$ cat src/rtl/im_loader_if.sv
// Byte-stream receive channel plus instruction-memory write port of the program loader.
// master = host/memory side, slave = loader side.
interface im_loader_if #(
  parameter int ADDR_W = 8
);
  logic [7:0]        rx_data;
  logic              rx_valid;
  logic              rx_ready;
  logic [ADDR_W-1:0] im_addr;
  logic [31:0]       im_data;
  logic              W_IM;

  modport master (
    output rx_data,
    output rx_valid,
    input  rx_ready,
    input  im_addr,
    input  im_data,
    input  W_IM
  );

  modport slave (
    input  rx_data,
    input  rx_valid,
    output rx_ready,
    output im_addr,
    output im_data,
    output W_IM
  );
endinterface

$ cat src/rtl/im_loader.sv
// Program loader: parses A5/count/payload/xor-checksum frames into 32-bit words, one IM write per word the cycle after its 4th byte.
// Backpressure: rx_ready drops only in the single write cycle, so at most one word per 5 cycles; the processor is held until a clean load.
module im_loader #(
  parameter int ADDR_W     = 8,
  parameter bit TYPE_CHECK = 1'b1
) (
  input  logic       clk,
  input  logic       reset,
  im_loader_if.slave bus,
  output logic       cpu_hold,
  output logic       done,
  output logic       error,
  output logic [1:0] err_code
);

  localparam int         MAX_WORDS = (ADDR_W >= 8) ? 255 : (1 << ADDR_W);
  localparam logic [7:0] SYNC_BYTE = 8'hA5;

  localparam logic [1:0] ERR_NONE  = 2'b00;
  localparam logic [1:0] ERR_COUNT = 2'b01;
  localparam logic [1:0] ERR_TYPE  = 2'b10;
  localparam logic [1:0] ERR_CSUM  = 2'b11;

  typedef enum logic [2:0] {
    S_IDLE,
    S_COUNT,
    S_DATA,
    S_WRITE,
    S_CHECK,
    S_DONE,
    S_ERROR
  } state_t;

  state_t            state;
  state_t            state_nxt;
  logic [1:0]        err_nxt;

  logic [31:0]       asm_word;
  logic [31:0]       word_nxt;
  logic [1:0]        byte_cnt;
  logic [7:0]        words_left;
  logic [7:0]        csum;
  logic [ADDR_W-1:0] word_idx;

  logic              accept;
  logic              at_rest;
  logic              sync_seen;
  logic              word_full;
  logic              bad_count;
  logic              bad_type;

  assign accept    = bus.rx_valid && bus.rx_ready;
  assign at_rest   = (state == S_IDLE) || (state == S_DONE) || (state == S_ERROR);
  assign sync_seen = at_rest && accept && (bus.rx_data == SYNC_BYTE);
  assign word_nxt  = {asm_word[23:0], bus.rx_data};
  assign word_full = (byte_cnt == 2'd3);
  assign bad_count = (bus.rx_data == 8'd0) || (int'(bus.rx_data) > MAX_WORDS);

  // The decoder has no class for 011, 101, 111: every odd type code except 001.
  assign bad_type  = TYPE_CHECK && word_nxt[29] && (word_nxt[31:30] != 2'b00);

  always_ff @(posedge clk or posedge reset) begin
    if (reset) begin
      state    <= S_IDLE;
      err_code <= ERR_NONE;
    end else begin
      state    <= state_nxt;
      err_code <= err_nxt;
    end
  end

  always_comb begin
    state_nxt = state;
    err_nxt   = err_code;
    case (state)
      S_IDLE, S_DONE, S_ERROR: begin
        if (sync_seen) begin
          state_nxt = S_COUNT;
          err_nxt   = ERR_NONE;
        end
      end
      S_COUNT: begin
        if (accept) begin
          if (bad_count) begin
            state_nxt = S_ERROR;
            err_nxt   = ERR_COUNT;
          end else begin
            state_nxt = S_DATA;
          end
        end
      end
      S_DATA: begin
        if (accept && word_full) begin
          if (bad_type) begin
            state_nxt = S_ERROR;
            err_nxt   = ERR_TYPE;
          end else begin
            state_nxt = S_WRITE;
          end
        end
      end
      S_WRITE: begin
        state_nxt = (words_left == 8'd1) ? S_CHECK : S_DATA;
      end
      S_CHECK: begin
        if (accept) begin
          if (bus.rx_data == csum) begin
            state_nxt = S_DONE;
          end else begin
            state_nxt = S_ERROR;
            err_nxt   = ERR_CSUM;
          end
        end
      end
      default: begin
        state_nxt = S_IDLE;
      end
    endcase
  end

  // Datapath: words_left counts down to the frame's last word, word_idx is the write address.
  always_ff @(posedge clk or posedge reset) begin
    if (reset) begin
      asm_word   <= '0;
      byte_cnt   <= '0;
      words_left <= '0;
      csum       <= '0;
      word_idx   <= '0;
    end else begin
      if (sync_seen) begin
        word_idx <= '0;
        byte_cnt <= '0;
        csum     <= '0;
      end
      if ((state == S_COUNT) && accept) begin
        words_left <= bus.rx_data;
      end
      if ((state == S_DATA) && accept) begin
        asm_word <= word_nxt;
        csum     <= csum ^ bus.rx_data;
        byte_cnt <= byte_cnt + 2'd1;
      end
      if (state == S_WRITE) begin
        word_idx   <= word_idx + ADDR_W'(1);
        words_left <= words_left - 8'd1;
      end
    end
  end

  // Status and strobes decode straight from the state register so reset clears them at once.
  assign bus.rx_ready = (state != S_WRITE);
  assign bus.W_IM     = (state == S_WRITE);
  assign bus.im_addr  = word_idx;
  assign bus.im_data  = asm_word;
  assign done         = (state == S_DONE);
  assign error        = (state == S_ERROR);
  assign cpu_hold     = (state != S_DONE);

endmodule

$ cat src/flat_wrapper.sv
// flat-port wrapper written by rule: the top's interface ports become plain ports
module im_loader_flat 
#(
  parameter int ADDR_W     = 8,
  parameter bit TYPE_CHECK = 1'b1
)
  (clk, reset, cpu_hold, done, error, err_code, bus_rx_data, bus_rx_valid, bus_rx_ready, bus_im_addr, bus_im_data, bus_W_IM);
  im_loader_if #(.ADDR_W(ADDR_W)) bus_i ();
  input  logic clk;
  input  logic reset;
  output logic cpu_hold;
  output logic done;
  output logic error;
  output logic [1:0] err_code;
  input wire logic [$bits(bus_i.rx_data)-1:0] bus_rx_data;
  input wire logic [$bits(bus_i.rx_valid)-1:0] bus_rx_valid;
  output wire logic [$bits(bus_i.rx_ready)-1:0] bus_rx_ready;
  output wire logic [$bits(bus_i.im_addr)-1:0] bus_im_addr;
  output wire logic [$bits(bus_i.im_data)-1:0] bus_im_data;
  output wire logic [$bits(bus_i.W_IM)-1:0] bus_W_IM;
  assign bus_i.rx_data = bus_rx_data;
  assign bus_i.rx_valid = bus_rx_valid;
  assign bus_rx_ready = bus_i.rx_ready;
  assign bus_im_addr = bus_i.im_addr;
  assign bus_im_data = bus_i.im_data;
  assign bus_W_IM = bus_i.W_IM;
  im_loader #(.ADDR_W(ADDR_W), .TYPE_CHECK(TYPE_CHECK)) u_core (.clk(clk), .reset(reset), .bus(bus_i), .cpu_hold(cpu_hold), .done(done), .error(error), .err_code(err_code));
endmodule
$ cat config.mk
export PLATFORM = sky130hd
export DESIGN_NAME = im_loader_flat
export DESIGN_NICKNAME = d
export VERILOG_FILES = /design/src/rtl/im_loader_if.sv /design/src/rtl/im_loader.sv /design/src/flat_wrapper.sv
export SDC_FILE = /design/constraint.sdc
export NUM_CORES = 1
export LEC_CHECK = 0
export CAP_MARGIN = 20
export CORE_ASPECT_RATIO = 1.5
export CORE_UTILIZATION = 45
export DETAILED_ROUTE_END_ITERATION = 10
export PLACE_DENSITY_LB_ADDON = 0.3
export SLEW_MARGIN = 20
export SYNTH_ARGS = -nofsm -noshare
export SYNTH_HDL_FRONTEND = slang
export SYNTH_SLANG_ARGS = --single-unit
$ cat constraint.sdc
create_clock -name clk -period 4.5 [get_ports clk]
set_input_delay 0.9 -clock clk [delete_from_list [all_inputs] [get_ports clk]]
set_output_delay 0.9 -clock clk [all_outputs]
set_load 0.02 [all_outputs]
# Word-level counts from Yosys, hierarchy flattened
# Cells that the tools add are included.
# word_totals
output_inout_bits,47
reg_bits,63
# op_classes
bitwise,1
n_reduce_logical,19
muxes,23
eq_ne,19
addsub,3
# op_table
operator,count
8-bit 2-to-1 mux,5
3-bit 2-to-1 mux,7
2-bit 2-to-1 mux,9
3-bit case mux with 5 select lines,1
"2-bit by 1-bit != test with 1-bit output, second input constant",6
"3-bit == test, second input constant",3
"8-bit by 1-bit adder with 8-bit output, second input constant",1
"8-bit by 1-bit == test with 1-bit output, second input constant",1
8-bit == test,1
"8-bit == test, second input constant",1
8-bit zero test,1
2-bit case mux with 4 select lines,1
8-bit AND reduction,1
2-bit nonzero test,4
"8-bit by 1-bit subtractor with 8-bit output, second input constant",1
8-bit XOR,1
1-bit logical AND,7
"3-bit by 2-bit == test with 1-bit output, second input constant",2
4-bit AND reduction,1
4-bit nonzero test,1
"3-bit by 1-bit == test with 1-bit output, second input constant",1
3-bit zero test,1
"3-bit by 2-bit != test with 1-bit output, second input constant",1
"3-bit != test, second input constant",1
other kinds (5),6

# Logic depth before layout (Yosys ltp)
# logic_depth
word_depth,7
depth_mapped,7
mapped_depth_nobuf,7

# Worst setup path after synthesis
# No wires, ideal clock.
# synth_timing
path_kind,input port to flip-flop
start,input bus_rx_data[1]
end,register u_core.err_code[0]
setup_ps,128
required_ps,4372
path_slack_ps,1875
n_path_buf,0
stages,5
t_arrival_ps,2497
path_cell_list,or4_4 -> nor3_4 -> nor2_2 -> nor4_2 -> mux2_1
# synth_via
elab_chain_cells,4
word_cells_on_any_way,8
classes_between,eq/ne (5); reduce/logical (3)
# synth_rtl
item,line_no,source
from (decl),flat_wrapper.sv:15,input wire logic [$bits(bus_i.rx_data)-1:0] bus_rx_data;
8-bit == test,im_loader.sv:54,assign sync_seen = at_rest && accept && (bus.rx_data == SYNC_BYTE);
1-bit logical AND,im_loader.sv:54,
2-bit by 1-bit != test with 1-bit output (no source line),n/a,
8-bit AND reduction (no source line) *,n/a,
to (signal assigned),im_loader.sv:68,err_code <= err_nxt;
to (decl),im_loader.sv:13,output logic [1:0] err_code
# Mark *: on every way between the ends. The rest lies on a longest branch, timed or not.
# A chain may end at the register's enable or synchronous reset.

# Final worst setup path
# layout_timing
start,register u_core.state[0]
end,output bus_W_IM
# layout_via
elab_chain_cells,1
# layout_rtl
item,line_no,source
from (decl),im_loader.sv:34,state_t state;
from (signal assigned),im_loader.sv:67,state <= state_nxt;
3-bit by 2-bit == test with 1-bit output,im_loader.sv:152,assign bus.W_IM = (state == S_WRITE);
to (decl),flat_wrapper.sv:20,output wire logic [$bits(bus_i.W_IM)-1:0] bus_W_IM;
# No other way between the ends.

==> impl_metrics.tcl <==
set metrics [dict create \
    fp.dieArea_um2 7260 \
    avgViaCountPerCell 5.56 \
    utilization_pct 59.6 \
    cp_slowest_stage_delay_ns 0.74 \
    grt_max_degree 47 \
    initial_core_util_pct 47.3 \
    endpoint_kind "output pin" \
    hold_buffers 0 \
    synth_area_leaders "dfrtp_1 (51%), nand2_1 (14%), a21oi_1 (2.9%), mux2i_1 (2.9%), nor2_1 (2.8%)" \
    hold_viol 0 \
    die_w_um 69.9 \
    cp.arrival_ns 2.50 \
    critPathBufInv 3 \
    post_dp_cell_area_um2 3760 \
    synthCells 355 \
    wire_per_inst_um 15.4 \
    synth_nets 370 \
    reg2reg_to "u_core.bus.im_addr[4]" \
    cts_root_buf "clkbuf_8" \
    synth-seq-cells 63 \
    grt_antenna_before_repair 0 \
    grt_pass1_vias 2684 \
    areaGrowthSynthToFinish_pct 25.9 \
    cts_sinks 63 \
    synth-edff-count 0 \
    maxCapViolCount 0 \
    yosys_warnings 0 \
    yosysTopAreaCellShare_pct 50.7 \
    ant_nets 0 \
    worstRegToRegCells 5 \
    grt-ovfl-total 0 \
    rsz0062_at_grt "no" \
    ys_seq_area_share_pct 50.7 \
    leakagePower_nw 1.78 \
    clkTransAtPathRegs_ns 0.07 \
    setup_tns_ns 0 \
    cts.repair.resized 0 \
    max-vdd-ir-drop_uv 432 \
    design_area_um2 3920 \
    worstSetupPathType "reg2out" \
    drive_above_1_share_pct 6.00 \
    critPathTopFamily "buffers and inverters" \
    cp.required_ns 3.60 \
    cts_made_buffers 9 \
    yosysUniqueCellTypes 49 \
    htree_levels 3 \
    hp-class "reg2reg" \
    crit_slowest_cell "dfrtp_1" \
    final_nets 427 \
    post_cts_buffers 0 \
    num_rows 36 \
    async_flop_share_pct 100 \
    clock-skew-final_ns 0.00993 \
    globalplace.congestion 0.811 \
    track_usage_pct 22.2 \
    die_height_um 104 \
    clkLatencyLatePin_ns 0.35 \
    power.density_nw_per_um2 735 \
    fin_crit_ns 3.40 \
    r2r_start "u_core.state[0]" \
    grt_pass1_wl_um 12800 \
    run_status "finished clean" \
    hp-start "u_core.bus.im_data[30]" \
    max_slew_margin_pct 44.4 \
    crit_fanout 19 \
    n_antenna_cell 0 \
    finalMaxSlewViolations 0 \
    drc 0 \
    synth.avg_cell_area_um2 8.76 \
    crit_path_cell_trace "nand3b_1 -> clkinv_1 -> buf_4 -> clkdlybuf4s50_1" \
    yosys.area.top_type "dfrtp_1" \
    start_kind "flip-flop" \
    finalCritPeriodShare_pct 75.6 \
    totalWireLength_um 7570 \
    setup_violations 0 \
    firstDrtPassIters 4 \
    hold_depth 2 \
    hpwl_um 5160 \
    cts_buffer_depth 2 \
    core_um2 6580 \
    io_pins 58 \
    tritoncts "done" \
    hold-path-endpoint "u_core.bus.im_data[30]" \
    synthFlopType "dfrtp_1" \
    syn-cell-area_um2 3110 \
    vias 2743 \
    worstMarginPinSlew_ns 0.828 \
    reg2reg_slack_ns 2.17 \
    first_iter_violations 157 \
    io_buffers 57 \
    fmax_ghz 0.294 \
]
==> cells in the final DEF (no fill, tap or decap), types with 2 or more instances in the layout <==
cell type	instances
buf_4	6
o21ai_0	12
and2_1	2
nand4_1	3
clkdlybuf4s50_1	57
nand3b_1	2
a21oi_1	18
nor2_1	23
clkbuf_1	3
o21a_1	2
xor2_1	2
nand2_1	115
o211ai_1	2
clkbuf_8	9
ha_1	4
nor3b_1	2
mux2i_1	9
o31ai_1	4
nor2b_1	4
dfrtp_1	63
nor4_1	2
inv_1	6
xnor2_1	9
o311ai_0	3
nand3_1	14
a31oi_1	3
nand2b_1	4
nor3_1	4
clkinv_2	4
or3_1	2
==> cell usage after synthesis, types with 4 or more instances <==
| library cell | instances |
|---|---|
| ha_1 | 4 |
| nand2_1 | 115 |
| nor2b_1 | 4 |
| a21oi_1 | 18 |
| inv_1 | 7 |
| nor2_1 | 23 |
| clkbuf_1 | 15 |
| nand3_1 | 14 |
| mux2i_1 | 9 |
| o31ai_1 | 4 |
| xnor2_1 | 9 |
| dfrtp_1 | 63 |
| o21ai_0 | 13 |
| nand2b_1 | 4 |
| nor3_1 | 4 |
==> kinds of logic (layout without fill, tap and decap cells) <==
| kind of cell | Yosys count | count (layout) | share of synthesized area (%) |
|---|---|---|---|
| compound gates | 58 | 58 | 12.1 |
| xor+xnor | 11 | 11 | 3.10 |
| fa+ha+maj | 4 | 4 | 1.61 |
| buf+inv | 25 | 87 | 3.02 |
| flops | 63 | 63 | 50.7 |
| mux | 10 | 10 | 3.26 |
| simple gates | 184 | 184 | 26.2 |
==> report_power, final <==
| part | switching (mW) | total [mW] | internal, mW | leakage (nW) |
|---|---|---|---|---|
| logic | 0.745 | 1.38 | 0.635 | 0.914 |
| clock network | 0.218 | 0.416 | 0.197 | 0.0801 |
| registers | 0.260 | 1.08 | 0.823 | 0.789 |
| total | 1.22 | 2.88 | 1.66 | 1.78 |
==> sequential cells by signal, summed over array words and instances, names as in the netlist <==
signal and count:
u_core.csum 8, u_core.state 3, u_core.err_code 2, u_core.bus.im_addr 8
u_core.byte_cnt 2, u_core.bus.im_data 32, u_core.words_left 8
==> how the worst max path moves through the flow <==
stage,from,depth (start not counted),end,slack (ns)
after global placement,bus_rx_data[1],6,u_core.bus.im_addr[3],1.14
after global routing,u_core.state[0],4,bus_W_IM,0.94
after floorplan,bus_rx_data[1],5,u_core.err_code[0],1.88
after CTS,u_core.state[0],4,bus_W_IM,1.10
final,u_core.state[0],4,bus_W_IM,1.10
after detailed placement,bus_rx_data[1],6,u_core.err_code[0],1.18
==> cell type report <==
class                           instances  area, um^2
Sequential cell                        63        1580
Clock buffer                           12         135
Fill cell                             577        2660
Timing Repair Buffer                   63         616
Inverter                                8        31.3
Multi-Input combinational cell        267        1440
Clock inverter                          4        22.5
Tap cell                               76        95.1
==> tightest hold or removal path: cells and delay by family (launching register included) <==
family,cells,cell delay (ns)
and+or+nand+nor,2,0.11
DFF,1,0.35
==> per-stage QoR <==
stage | setup WS (ns) | total power, mW | hold slack (ns) | instances
floorplan | 1.88 | 1.91 | 0.467 | 355
global placement | 1.14 | 2.42 | 0.460 | 477
detailed placement | 1.18 | 2.47 | 0.467 | 477
CTS | 1.10 | 2.90 | 0.484 | 493
global route | 0.943 | 3.08 | 0.498 | 493
finish | 1.10 | 2.88 | 0.484 | 493
==> layer usage <==
metal / GRT usage, % / share of wire (%) / vias up
met1: 28.5 / 44 / 1343
met2: 35.3 / 50 / 66
li1: - / - / 1317
met5: 0 / 0 / -
met4: 10.7 / 2.4 / 0
met3: 4.86 / 4.4 / 17
Note: power is estimated with default switching activity, not from simulation.
